**src/rtl/wam_pkg.sv**
```systemverilog
// Shared types and helpers for the whack-a-mole game controller.
package wam_pkg;

    localparam int MAX_MOLES = 16;
    localparam int CNT_W     = $clog2(MAX_MOLES + 1);

    typedef enum logic [1:0] {
        IDLE      = 2'd0,
        PLAY      = 2'd1,
        HIGHSCORE = 2'd2
    } game_state_t;

    function automatic logic [CNT_W-1:0] popcount(input logic [MAX_MOLES-1:0] v);
        logic [CNT_W-1:0] cnt;
        cnt = '0;
        for (int i = 0; i < MAX_MOLES; i++) begin
            cnt = cnt + CNT_W'(v[i]);
        end
        return cnt;
    endfunction

endpackage

```
**src/rtl/wam_game_ctrl_edge.sv**
```systemverilog
// Rising-edge detector: the registered history is compared against the live
// level, so a rise is visible in the same cycle the input goes high.
module wam_edge_detect #(
    parameter int WIDTH = 1
) (
    input  logic             clk,
    input  logic             rst,
    input  logic [WIDTH-1:0] i_level,
    output logic [WIDTH-1:0] o_rise
);

    logic [WIDTH-1:0] r_prev;

    always_ff @(posedge clk) begin
        if (!rst) begin
            r_prev <= '0;
        end else begin
            r_prev <= i_level;
        end
    end

    assign o_rise = i_level & ~r_prev;

endmodule

```
**src/rtl/wam_game_ctrl.sv**
```systemverilog
// Whack-a-mole game controller: IDLE/PLAY/HIGHSCORE sequencing, countdown,
// saturating score and persistent high score. Optional macro: WAM_MISS_PENALTY_EN.
module wam_game_ctrl
    import wam_pkg::*;
#(
    parameter  int NUM_MOLES    = 4,
    parameter  int SCORE_W      = 8,
    parameter  int GAME_SECONDS = 30,
    localparam int TIME_W       = $clog2(GAME_SECONDS + 1)
) (
    input  logic                 clk,
    input  logic                 rst,
    input  logic                 tick,
    input  logic                 start_btn,
    input  logic [NUM_MOLES-1:0] mole_mask,
    input  logic [NUM_MOLES-1:0] whack,
    output logic [1:0]           state,
    output logic [SCORE_W-1:0]   score,
    output logic [SCORE_W-1:0]   high_score,
    output logic [TIME_W-1:0]    time_left,
    output logic [NUM_MOLES-1:0] mole_clear,
    output logic                 game_over,
    output logic                 new_high
);

    // Wide enough to hold score + all hits, or score - all misses, as signed.
    localparam int SUM_W = SCORE_W + $clog2(NUM_MOLES) + 2;
    localparam logic [SUM_W-1:0] SCORE_MAX = SUM_W'((64'd1 << SCORE_W) - 64'd1);

    game_state_t            r_state;
    logic [SCORE_W-1:0]     r_score;
    logic [SCORE_W-1:0]     r_high_score;
    logic [TIME_W-1:0]      r_time_left;
    logic [NUM_MOLES-1:0]   r_mole_clear;
    logic                   r_game_over;
    logic                   r_new_high;

    logic                   w_start_rise;
    logic [NUM_MOLES-1:0]   w_whack_rise;
    logic [NUM_MOLES-1:0]   w_hit;
    logic [SUM_W-1:0]       w_hit_cnt;
    logic [SUM_W-1:0]       w_sum;
    logic [SCORE_W-1:0]     w_score_next;
    logic                   w_timeout;
    logic                   w_game_end;

    wam_edge_detect #(.WIDTH(1)) u_start_edge (
        .clk     (clk),
        .rst     (rst),
        .i_level (start_btn),
        .o_rise  (w_start_rise)
    );

    wam_edge_detect #(.WIDTH(NUM_MOLES)) u_whack_edge (
        .clk     (clk),
        .rst     (rst),
        .i_level (whack),
        .o_rise  (w_whack_rise)
    );

    assign w_hit     = w_whack_rise & mole_mask;
    assign w_hit_cnt = SUM_W'(popcount(MAX_MOLES'(w_hit)));

`ifdef WAM_MISS_PENALTY_EN
    logic [NUM_MOLES-1:0] w_miss;
    logic [SUM_W-1:0]     w_miss_cnt;

    assign w_miss     = w_whack_rise & ~mole_mask;
    assign w_miss_cnt = SUM_W'(popcount(MAX_MOLES'(w_miss)));
    assign w_sum      = SUM_W'(r_score) + w_hit_cnt - w_miss_cnt;
`else
    assign w_sum      = SUM_W'(r_score) + w_hit_cnt;
`endif

    // Clamp in the signed domain: the MSB flags a negative result.
    always_comb begin
        w_score_next = w_sum[SCORE_W-1:0];
        if (w_sum[SUM_W-1]) begin
            w_score_next = '0;
        end else if ($signed(w_sum) > $signed(SCORE_MAX)) begin
            w_score_next = '1;
        end
    end

    assign w_timeout  = tick && (r_time_left == TIME_W'(1));
    assign w_game_end = w_timeout || w_start_rise;

    always_ff @(posedge clk) begin
        if (!rst) begin
            r_state      <= IDLE;
            r_score      <= '0;
            r_high_score <= '0;
            r_time_left  <= '0;
            r_mole_clear <= '0;
            r_game_over  <= 1'b0;
            r_new_high   <= 1'b0;
        end else begin
            // NOTE: pulse outputs default low here; a later assignment in the same cycle overrides.
            r_mole_clear <= '0;
            r_game_over  <= 1'b0;
            case (r_state)
                IDLE, HIGHSCORE: begin
                    if (w_start_rise) begin
                        r_state     <= PLAY;
                        r_score     <= '0;
                        r_time_left <= TIME_W'(GAME_SECONDS);
                        r_new_high  <= 1'b0;
                    end
                end
                PLAY: begin
                    r_mole_clear <= w_hit;
                    r_score      <= w_score_next;
                    if (w_game_end) begin
                        r_state     <= HIGHSCORE;
                        r_game_over <= 1'b1;
                        if (w_timeout) begin
                            r_time_left <= '0;
                        end
                        if (w_score_next > r_high_score) begin
                            r_high_score <= w_score_next;
                            r_new_high   <= 1'b1;
                        end
                    end else if (tick) begin
                        r_time_left <= r_time_left - TIME_W'(1);
                    end
                end
                default: r_state <= IDLE;
            endcase
        end
    end

    assign state      = r_state;
    assign score      = r_score;
    assign high_score = r_high_score;
    assign time_left  = r_time_left;
    assign mole_clear = r_mole_clear;
    assign game_over  = r_game_over;
    assign new_high   = r_new_high;

endmodule

```
**config.mk**
```make
export PLATFORM = sky130hd
export DESIGN_NAME = wam_game_ctrl
export DESIGN_NICKNAME = d
export VERILOG_FILES = /design/src/rtl/wam_pkg.sv /design/src/rtl/wam_game_ctrl_edge.sv /design/src/rtl/wam_game_ctrl.sv
export SDC_FILE = /design/constraint.sdc
export NUM_CORES = 1
export LEC_CHECK = 0
export ABC_AREA = 1
export BUFFER_PORTS_ARGS = -buffer_cell sky130_fd_sc_hd__buf_2
export CAP_MARGIN = 0
export CORE_MARGIN = 3
export CORE_UTILIZATION = 40
export CTS_BUF_LIST = sky130_fd_sc_hd__clkbuf_8
export DETAILED_ROUTE_END_ITERATION = 10
export SYNTH_ARGS = -nofsm -noshare
export SYNTH_HDL_FRONTEND = slang
export SYNTH_SLANG_ARGS = --single-unit
```
**constraint.sdc**
```tcl
create_clock -name clk -period 7.2 [get_ports clk]
set_input_delay 0.72 -clock clk [delete_from_list [all_inputs] [get_ports clk]]
set_output_delay 0.72 -clock clk [all_outputs]
set_load 0.005 [all_outputs]
```
==> results of run 1 <==
-- layer usage --
| metal | vias up | GRT usage, % | wire length (um) |
|---|---|---|---|
| li1 | 859 | - | - |
| met1 | 695 | 21.0 | 1890 |
| met2 | 32 | 24.4 | 1680 |
| met3 | 8 | 4.82 | 214 |
| met4 | 0 | 8.61 | 88 |
| met5 | - | 0 | 0 |
-- power by group --
group          total, mW  leakage [nW]  internal, mW  switching (mW)
combinational     0.0890         0.850        0.0347          0.0543
clock              0.146        0.0524        0.0757          0.0698
sequential         0.208         0.277         0.199         0.00866
-- sequential cells by signal, summed over array words and instances, names as in the netlist --
name                 count
high_score               8
u_start_edge.r_prev      1
time_left                5
mole_clear               4
new_high                 1
game_over                1
u_whack_edge.r_prev      4
state                    2
score                    8
-- logic make-up (layout without fill, tap and decap cells) --
logic type	after synthesis	after routing	share of synthesized area [%]
AND/OR/NAND/NOR	118	118	29.6
AO/OA/AOI/OAI	29	29	8.67
adder cells (fa/ha/maj)	14	14	11.0
buffers and inverters	48	93	10.5
XOR/XNOR	5	5	2.43
flip-flops	34	34	37.8
-- metrics by stage --
| step | instances | util [%] |
|---|---|---|
| after floorplan | 248 | - |
| after global placement | 335 | 49.0 |
| after detailed placement | 335 | 49.0 |
| after CTS | 343 | 51.2 |
| after global routing | 343 | 51.2 |
| final | 343 | 51.2 |
-- cells in the mapped netlist --
library cell / n
o31ai_1: 1
nor2_2: 2
nand2_4: 2
nand3_2: 1
clkinv_2: 1
o21ai_1: 1
inv_1: 43
xor2_1: 4
nand2_1: 58
fa_1: 3
o21ai_0: 11
buf_2: 1
nand4_1: 3
dfxtp_1: 34
nor3_1: 2
a21o_1: 1
o21a_1: 1
inv_2: 1
nor2_4: 1
nand3b_1: 5
nor2_1: 33
clkbuf_1: 1
nand3_4: 1
buf_6: 1
a21oi_1: 11
nand2_2: 2
nand3_1: 8
xnor2_1: 1
ha_1: 11
o22ai_1: 3
-- final timing paths --
| path | from | endpoint | slack [ns] | cells past startpoint |
|---|---|---|---|---|
| worst max-delay path | whack[0] | high_score[7] | 3.60 | 20 |
| worst min-delay path | new_high | new_high | 0.46 | 2 |
| worst max register to register | u_whack_edge.r_prev[0] | high_score[7] | 3.75 | 19 |
| worst min register to register | new_high | new_high | 0.46 | 2 |
-- cell type report --
type | count | area [um2]
Fill cell | 418 | 2040
Multi-Input combinational cell | 166 | 932
Sequential cell | 34 | 681
Timing Repair Buffer | 40 | 200
Inverter | 45 | 170
Clock buffer | 6 | 82.6
Tap cell | 50 | 62.6
Clock inverter | 2 | 8.76
-- critical path, cell delays in order --
cell and delay, ns:
buf_2 0.09, nand3b_1 0.11, fa_1 0.49, fa_1 0.39, inv_1 0.10, fa_1 0.19, nand2_1 0.07, inv_1 0.09
nand3_1 0.11, nand2_1 0.08, nor2_1 0.04, a21oi_1 0.24, ha_1 0.30, a21o_1 0.18, nor2_1 0.11, nand2_1 0.11
nand3_4 0.18, nand2_1 0.08, nand2_1 0.06, nor2_1 0.04
==> out/metrics.yaml, run 1 <==
layout_worst_path_cycle_share_pct: 50.0
htreeDepth: 2
critPathKind: "input pin to flip-flop"
path_clk_slew_ns: 0.07
leakagePower_nw: 1.18
placed_area_um2: 2050
synth.distinct_cells: 30
postRouteAntennaNets: 0
first_global_vias: 1509
num_vias: 1594
mostFrequentLayoutCells: "nand2_1, inv_1, buf_2"
min_path_type: "flip-flop to flip-flop"
worst_pin_slew_ns: 0.374
detail_route.wl_per_cell_um: 11.3
cts_tree: "yes"
root_buffer: "clkbuf_8"
gr-total-overflow: 0
rsz0062_at_grt: "false"
synth_top_area_share_pct: 37.8
worst_clock_skew_ns: 0.00378
synth.area.top_cells: "dfxtp_1, nand2_1, inv_1"
grt_pass1_wl_um: 6670
fmax_mhz: 278
grt_max_degree: 21
dpl.hpwl_um: 2940
syn-num-nets: 274
areaGrowthSynthToFinish_pct: 18.5
final_common_cell: "nand2_1"
die_w_um: 73.1
setup_tns_ns: 0
whs_ns: 0.456
dieArea_um2: 5350
setup_viol: 0
start_kind: "input pin"
hold_viol_final: 0
crit_path_end_kind: "flip-flop"
dr.pass1.iters: 5
cts_inserted_buffers: 5
ctsResizeCount: 0
period_needed_ns: 3.60
synth-seq-cells: 34
irDropWorstVdd_mv: 0.125
post-place-ws_ns: 3.31
rows: 23
ioPinCount: 41
max-clock-path-buffers: 2
cp.required_ns: 7.38
clk_latency_ns: 0.29
post-route-drc-count: 0
p_per_area_nw_per_um2: 207
fin_area_um2: 2140
seq_area_frac_synth_pct: 37.8
viasPerCell: 4.65
path_max_fanout: 16
numPortBuffers: 40
cts_num_sinks: 34
syn_area_um2: 1800
antenna_cells: 0
maxCapViolCount: 0
netlist_instances: 248
drive_gt1_share_pct: 19.8
yosysWarningCount: 0
antenna_found_initial: 0
place_congestion: 0.824
fin_nets: 318
layout_setup_ws_ns: 3.60
post_synth.cell_area_avg_um2: 7.27
die_h_um: 73.1
start_util_pct: 43.2
track_usage_pct: 16.3
run_status: "complete, no violations"
cts_setup_buffers: 0
maxSlewViolCount: 0
yosys.area.top_type: "dfxtp_1"
initialDrtViolationCount: 56
cts-hold-fix-buffers: 0
routed_wl_um: 3870
power_mw: 0.442
slew_headroom_pct: 75.1
worst_ep_arrival_time_ns: 3.79
core_area_um2: 4170
Note: power is estimated with default switching activity, not from simulation.
==> run 2, diff against run 1 <==
clock period = 2.9 ns   (was 7.2 ns; I/O delays follow)
==> out/metrics.yaml, run 2 (same netlist as run 1, synthesis figures left out) <==
maxSlewViolCount: 0
htreeDepth: 2
worst_ep_arrival_time_ns: 3.41
mostFrequentLayoutCells: "nand2_1, inv_1, buf_2"
cts_inserted_buffers: 5
die_w_um: 73.1
path_max_fanout: 8
cp.required_ns: 3.08
post-route-drc-count: 0
wl_met1_um: 1930
critPathKind: "flip-flop to flip-flop"
worst_pin_slew_ns: 0.520
maxCapViolCount: 0
dr.pass1.iters: 4
leakagePower_nw: 1.32
start_util_pct: 43.2
p_per_area_nw_per_um2: 563
dr_wl_met2_um: 1860
die_h_um: 73.1
start_kind: "flip-flop"
initialDrtViolationCount: 64
grt_max_degree: 21
num_vias: 1682
seq_power_share_pct: 37.8
setup_viol: 9
final_common_cell: "nand2_1"
cell_internal_pwr_mw: 0.989
layout_worst_path_cycle_share_pct: 112
dieArea_um2: 5350
fin_nets: 339
max-clock-path-buffers: 2
layout_setup_ws_ns: -0.335
cts_num_sinks: 34
fmax_mhz: 309
root_buffer: "clkbuf_8"
antenna_found_initial: 0
viasPerCell: 4.62
slew_headroom_pct: 65.1
drive_gt1_share_pct: 29.9
track_usage_pct: 15.8
rsz0062_at_grt: "true"
pwr-share-comb_pct: 23.5
core_area_um2: 4170
worst_clock_skew_ns: 0.00610
power.switching_mw: 0.374
postRouteAntennaNets: 0
dpl.hpwl_um: 2940
ioPinCount: 41
irDropWorstVdd_mv: 0.265
clk_latency_ns: 0.29
highest_layer: "met4"
post-place-ws_ns: -0.486
wl_met3_um: 175
grt_pass1_wl_um: 6640
slowest_stage: "fa_1"
antenna_cells: 0
period_needed_ns: 3.23
finalNonFillerCells: 364
cp_common_cell: "nand2_1"
numPortBuffers: 40
first_global_vias: 1531
crit_chain: "nand3b_1 > fa_1 > fa_2 > inv_2 > fa_2 > nand2_4 > nor2_4 > xor2_1 > nand2_1 > ha_1 > nand2_1 > nor2_2 > nand4_1 > buf_4 > nand3_4 > nand2_1 > nand2_1 > nor2_1"
power.share.clock_pct: 38.6
switching_share_pct: 27.4
areaGrowthSynthToFinish_pct: 34.2
cts-hold-fix-buffers: 0
min_path_type: "input pin to flip-flop"
cts_tree: "yes"
detail_route.wl_per_cell_um: 11.1
violations: "negative setup slack"
rows: 23
placed_cells: 350
place_congestion: 0.760
routed_wl_um: 4040
gr-total-overflow: 0
crit_path_end_kind: "flip-flop"
path_clk_slew_ns: 0.08
run_status: "finished with violations"
power_mw: 1.36
whs_ns: 0.189
slowest_delay_ns: 0.49
hold_viol_final: 0
==> run 2: cell count changes in the layout (fill, tap and decap cells not counted), moves of 2 or more <==
cell       change
a21oi_2        +2
nand3_4        +2
nor2_2         +2
fa_2           +2
fa_1           -2
nand2_1        -4
nor2_1         -3
inv_1          -3
bufinv_16      +2
buf_4         +19
nand2_4        +3
a21oi_1        -2
==> run 2: final cells by class <==
| cell class | instances | area (um2) |
|---|---|---|
| fill | 393 | 1750 |
| clock buffer | 5 | 68.8 |
| sequential | 34 | 681 |
| clock inverter | 3 | 68.8 |
| tap | 50 | 62.6 |
| timing repair buffer | 60 | 354 |
| inverter | 45 | 173 |
| multi-input combinational | 167 | 1010 |
==> run 2: routing by layer <==
metal	GRT usage, %	vias up
li1	-	898
met1	21.1	741
met2	24.2	35
met3	4.55	8
met4	5.74	0
met5	0	-
==> run 2: final timing paths <==
| path | from | end | slack [ns] | cells after the start |
|---|---|---|---|---|
| setup / recovery | u_whack_edge.r_prev[0] | high_score[3] | -0.33 | 18 |
| hold / removal | whack[0] | u_whack_edge.r_prev[0] | 0.19 | 3 |
| setup reg to reg | u_whack_edge.r_prev[0] | high_score[3] | -0.33 | 18 |
| hold reg to reg | new_high | new_high | 0.45 | 2 |
==> run 2: critical path: cells and delay by family, from the launching register on <==
kind / cells / cell delay, ns
buffers and inverters: 2 / 0.25
XOR/XNOR: 1 / 0.16
adder cells (fa/ha/maj): 4 / 1.35
flip-flops: 1 / 0.30
AND/OR/NAND/NOR: 11 / 1.05
==> run 2: power groups by stage <==
stage | clock [mW] | sequential, mW | combinational (mW)
floorplan | 0 | 0.526 | 0.160
global placement | 0 | 0.526 | 0.263
detailed placement | 0 | 0.526 | 0.266
CTS | 0.543 | 0.516 | 0.308
global route | 0.561 | 0.521 | 0.360
finish | 0.526 | 0.516 | 0.321
==> run 2: what timing repair did <==
item                       in CTS  in global routing
gates cloned                    1                  0
pin swaps                       5                  5
setup endpoints to repair       9                  9
resized for setup               3                 10
setup buffers                   4                  1
==> run 2: through the flow <==
step                      util (%)  setup TNS [ns]  instance area [um2]
after floorplan                  -           -1.60                 1820
after global placement        52.2           -3.79                 2180
after detailed placement      52.2           -4.12                 2180
after CTS                     56.8           -3.05                 2370
after global routing          58.0           -4.79                 2420
final                         58.0           -2.94                 2420
